**src/rtl/tc_digital_io_bank.sv**
```systemverilog
// rtl/tc_digital_io_bank.sv - digital IO bank with retention-held pad controls, debounced inputs and edge interrupts
module tc_digital_io_bank #(
  parameter int NumPads      = 8,
  parameter int SyncStages   = 2,
  parameter int FilterCycles = 3,
  parameter int DrvWidth     = 4
) (
  input  logic                          clk_i,
  input  logic                          rst_i,
  input  logic                          rte_i,
  input  logic [NumPads-1:0]            data_i,
  input  logic [NumPads-1:0]            oe_ni,
  input  logic [NumPads*DrvWidth-1:0]   drv_i,
  input  logic [NumPads-1:0]            pullup_en_i,
  input  logic [NumPads-1:0]            pulldown_en_i,
  output logic [NumPads-1:0]            pad_data_o,
  output logic [NumPads-1:0]            pad_oe_no,
  output logic [NumPads*DrvWidth-1:0]   pad_drv_o,
  output logic [NumPads-1:0]            pad_pu_o,
  output logic [NumPads-1:0]            pad_pd_o,
  input  logic [NumPads-1:0]            pad_data_i,
  output logic [NumPads-1:0]            data_o,
  input  logic [NumPads-1:0]            rise_en_i,
  input  logic [NumPads-1:0]            fall_en_i,
  input  logic [NumPads-1:0]            irq_clr_i,
  output logic [NumPads-1:0]            irq_status_o,
  output logic                          irq_o,
  output logic [NumPads-1:0]            pull_conflict_o
);

  logic [NumPads-1:0] sync_q [SyncStages];
  logic [NumPads-1:0] sync;
  logic [NumPads-1:0] filt;
  logic [NumPads-1:0] filt_d;
  logic [NumPads-1:0] rise_evt;
  logic [NumPads-1:0] fall_evt;

  // Pad-side controls freeze while in retention; a conflicting pull pair drives neither pull.
  always_ff @(posedge clk_i or posedge rst_i) begin
    if (rst_i) begin
      pad_data_o      <= '0;
      pad_oe_no       <= '1;
      pad_drv_o       <= '0;
      pad_pu_o        <= '0;
      pad_pd_o        <= '0;
      pull_conflict_o <= '0;
    end else if (!rte_i) begin
      pad_data_o      <= data_i;
      pad_oe_no       <= oe_ni;
      pad_drv_o       <= drv_i;
      pad_pu_o        <= pullup_en_i & ~pulldown_en_i;
      pad_pd_o        <= pulldown_en_i & ~pullup_en_i;
      pull_conflict_o <= pullup_en_i & pulldown_en_i;
    end
  end

  always_ff @(posedge clk_i or posedge rst_i) begin
    if (rst_i) begin
      for (int i = 0; i < SyncStages; i++) sync_q[i] <= '0;
    end else begin
      sync_q[0] <= pad_data_i;
      for (int i = 1; i < SyncStages; i++) sync_q[i] <= sync_q[i-1];
    end
  end

  assign sync = sync_q[SyncStages-1];

  generate
    if (FilterCycles > 0) begin : g_filt
      localparam int CntW = $clog2(FilterCycles + 1);
      localparam logic [CntW-1:0] CntLast = CntW'(FilterCycles - 1);

      logic [CntW-1:0]    cnt_q [NumPads];
      logic [NumPads-1:0] filt_q;

      // A mismatch must survive FilterCycles consecutive edges; any match restarts the count.
      always_ff @(posedge clk_i or posedge rst_i) begin
        if (rst_i) begin
          filt_q <= '0;
          for (int p = 0; p < NumPads; p++) cnt_q[p] <= '0;
        end else begin
          for (int p = 0; p < NumPads; p++) begin
            if (sync[p] == filt_q[p]) begin
              cnt_q[p] <= '0;
            end else if (cnt_q[p] == CntLast) begin
              filt_q[p] <= sync[p];
              cnt_q[p]  <= '0;
            end else begin
              cnt_q[p] <= cnt_q[p] + 1'b1;
            end
          end
        end
      end

      assign filt = filt_q;
    end else begin : g_bypass
      assign filt = sync;
    end
  endgenerate

  assign data_o   = filt;
  assign rise_evt = filt & ~filt_d & rise_en_i;
  assign fall_evt = ~filt & filt_d & fall_en_i;

  // A new edge outranks a clear landing on the same edge.
  always_ff @(posedge clk_i or posedge rst_i) begin
    if (rst_i) begin
      filt_d       <= '0;
      irq_status_o <= '0;
    end else begin
      filt_d       <= filt;
      irq_status_o <= (irq_status_o & ~irq_clr_i) | rise_evt | fall_evt;
    end
  end

  assign irq_o = |irq_status_o;

endmodule
```
**config.mk**
```make
export PLATFORM = sky130hd
export DESIGN_NAME = tc_digital_io_bank
export DESIGN_NICKNAME = d
export VERILOG_FILES = /design/src/rtl/tc_digital_io_bank.sv
export SDC_FILE = /design/constraint.sdc
export NUM_CORES = 1
export LEC_CHECK = 0
export ABC_CLOCK_PERIOD_IN_PS = 7970
export BUFFER_PORTS_ARGS = -buffer_cell sky130_fd_sc_hd__buf_2
export CAP_MARGIN = 5
export CORE_AREA = 2 2 136 85
export CTS_BUF_LIST = sky130_fd_sc_hd__clkbuf_4
export DETAILED_ROUTE_END_ITERATION = 10
export DIE_AREA = 0 0 138 87
export GPL_TIMING_DRIVEN = 0
export PLACE_DENSITY = 0.74
export SLEW_MARGIN = 0
export SYNTH_ARGS = -nofsm -noshare
export SYNTH_HDL_FRONTEND = slang
export SYNTH_SLANG_ARGS = --single-unit
```
**constraint.sdc**
```tcl
create_clock -name clk_i -period 7.97 [get_ports clk_i]
set_input_delay 1.9925 -clock clk_i [delete_from_list [all_inputs] [get_ports clk_i]]
set_output_delay 1.9925 -clock clk_i [all_outputs]
set_load 0.005 [all_outputs]
```
==> impl_metrics.tcl <==
set metrics [dict create \
    clk_path_buf_depth 2 \
    slew_headroom 0.623 \
    core-area_sq_mm 0.0109 \
    start_util 0.433 \
    cp_slowest_cell "nor4_1" \
    cts.sinks 128 \
    fin_worst_skew_ns 0.0131 \
    vias 3266 \
    drc 0 \
    final_max_slew_viol_count 0 \
    grt_pass1_wl_um 16000 \
    fin_crit_sh 0.459 \
    status "finished clean" \
    area_growth_pct 30.9 \
    max_stage_delay_ns 0.50 \
    cts.htree.levels 4 \
    antenna_found_initial 0 \
    overflow 0 \
    startpoint_type "register" \
    synth_cells 326 \
    r2r_cells 2 \
    required_ns 5.98 \
    post-route-util 0.567 \
    rr_startpoint "g_filt.cnt_q[4]$_DFF_PP0_" \
    ant_nets 0 \
    vdd_drop_max_mv 0.160 \
    drive_gt1_frac 0.550 \
    min_to "sync[5]$_DFF_PP0_" \
    nNetsFinal 631 \
    final_cell_mix "buf_2 (188), dfrtp_1 (120), mux2_2 (56)" \
    wl_met3_um 1000 \
    largestRegisters "pad_drv_o: 32 flops, g_filt.cnt_q: 16 flops" \
    critPathLaunch "irq_status_o[6]$_DFF_PP0_" \
    ctsResizeCount 0 \
    synth_area_leaders "dfrtp_1 (64%), mux2_2 (13%), dfstp_2 (4.5%), nand2_1 (2.6%), nand2b_1 (2.0%)" \
    met2_length_um 4390 \
    syn-num-nets 425 \
    via_per_inst 4.74 \
    wire_per_inst_um 14.3 \
    period_needed_ns 3.66 \
    top_layer "met4" \
    grt_max_degree 67 \
    worstMarginPinSlew_ns 0.565 \
    max_freq_mhz 273 \
    p_leak_nw 3.03 \
    hold_class "register to register" \
    rsz0062_at_grt "false" \
    p_per_area_mw_per_mm2 270 \
    io_pins 188 \
    ys_seq_area_frac 0.682 \
    drt_iter0_markers 78 \
    largest_reg_flops 32 \
    die_h_um 87 \
    postCtsSetupRepairBufs 0 \
    dp.final_hpwl_um 7280 \
    gp_congestion 0.794 \
    setup_violations 0 \
    routed_wl_um 9850 \
    cts_made_buffers 17 \
    top_register "pad_drv_o" \
    hold_path_depth 0 \
    wl_met1_um 4280 \
    diodes 0 \
    port_buffers 186 \
    cts_tree "built" \
    postCtsHoldBufs 0 \
    fp-row-count 30 \
    ys_seq_elements 128 \
    grtUsageTotal 0.173 \
    r2r-end "data_o[5]$_DFFE_PP0P_" \
    netlist.area_leader.share 0.637 \
    path_buf_inv 1 \
    synth_cell_types 20 \
    cap_violations 0 \
    path_clk_slew_ns 0.12 \
    critical_path.cell_chain "nor4_1, nand2_1, buf_2" \
    path_class "register to output port" \
    cts_root_buf "clkbuf_4" \
    synth_warnings 0 \
    tns_ns 0 \
    crit_path_end_kind "output port" \
    hold_viol 0 \
    clk_latency_ns 0.50 \
    drt_first_pass_iters 4 \
    syn_area_sq_mm 0.00471 \
    synth_largest_area_cell "dfrtp_1" \
    r2r_setup_slack_ns 6.98 \
    grt_pass1_vias 3319 \
    synth_area_per_cell_sq_um 14.5 \
    critPathMaxFanout 3 \
    crit_family "simple AND/OR/NAND/NOR gates" \
    die-area_sq_mm 0.0120 \
    die_w_um 138 \
    min_from "sync_q[13]$_DFF_PP0_" \
    final_common_cell "buf_2" \
    cp_data_arrival_time_ns 1.67 \
]
power breakdown:
| group | internal, mW | switching (mW) |
|---|---|---|
| Sequential | 0.784 | 0.101 |
| Clock | 0.221 | 0.249 |
| Combinational | 0.183 | 0.129 |
area by class of cell:
class	count	area, sq um
fill	925	4720
sequential	128	3210
multi-input combinational	173	1350
timing repair buffer	187	958
clock inverter	15	184
tap	144	180
clock buffer	17	128
buffer	10	96.3
inverter	15	61.3
per-layer routing:
layer,vias to the layer above,GRT usage
met5,-,0
met4,0,0.0761
met2,140,0.266
li1,1545,-
met1,1566,0.209
met3,15,0.0880
how the worst max path moves through the flow:
stage	endpoint	slack, ns	cells after the start
global placement	pad_data_o[5]$_DFFE_PP0N_	1.39	2
global route	irq_o	4.12	3
detailed placement	irq_o	4.89	3
finish	irq_o	4.31	3
floorplan	data_o[0]$_DFFE_PP0P_	2.58	1
CTS	irq_o	4.26	3
kinds of logic after synthesis:
logic type	count (synthesis)	share of synthesized area
AOI/OAI and AO/OA	32	0.0504
xor gates and xnor gates	8	0.0149
muxes	56	0.134
DFF	128	0.682
and+or+nand+nor	77	0.0868
buffers and inverters	25	0.0324
Yosys cell counts:
library cell / count
buf_2: 2
buf_4: 1
buf_6: 7
dfrtp_1: 120
dfstp_2: 8
inv_1: 15
mux2_2: 56
nand2_1: 33
nand2b_1: 15
nand3b_1: 8
nor2b_1: 3
nor3_1: 8
nor3b_1: 8
nor4_1: 2
o211ai_1: 2
o21ai_0: 16
o221ai_1: 6
o31ai_1: 2
o31ai_2: 6
xnor2_1: 8
stage by stage:
| step | setup WS [ns] | instance area [sq um] | std cells | power, mW | hold WS, ns |
|---|---|---|---|---|---|
| global placement | 1.39 | 5820 | 656 | 1.19 | 0.334 |
| finish | 4.31 | 6170 | 689 | 1.67 | 0.343 |
| global route | 4.12 | 6170 | 689 | 1.78 | 0.359 |
| CTS | 4.26 | 6170 | 689 | 1.69 | 0.341 |
| floorplan | 2.58 | 4710 | 326 | 1.06 | 0.331 |
| detailed placement | 4.89 | 5860 | 657 | 1.22 | 0.335 |
(Power assumes the default switching activity.)
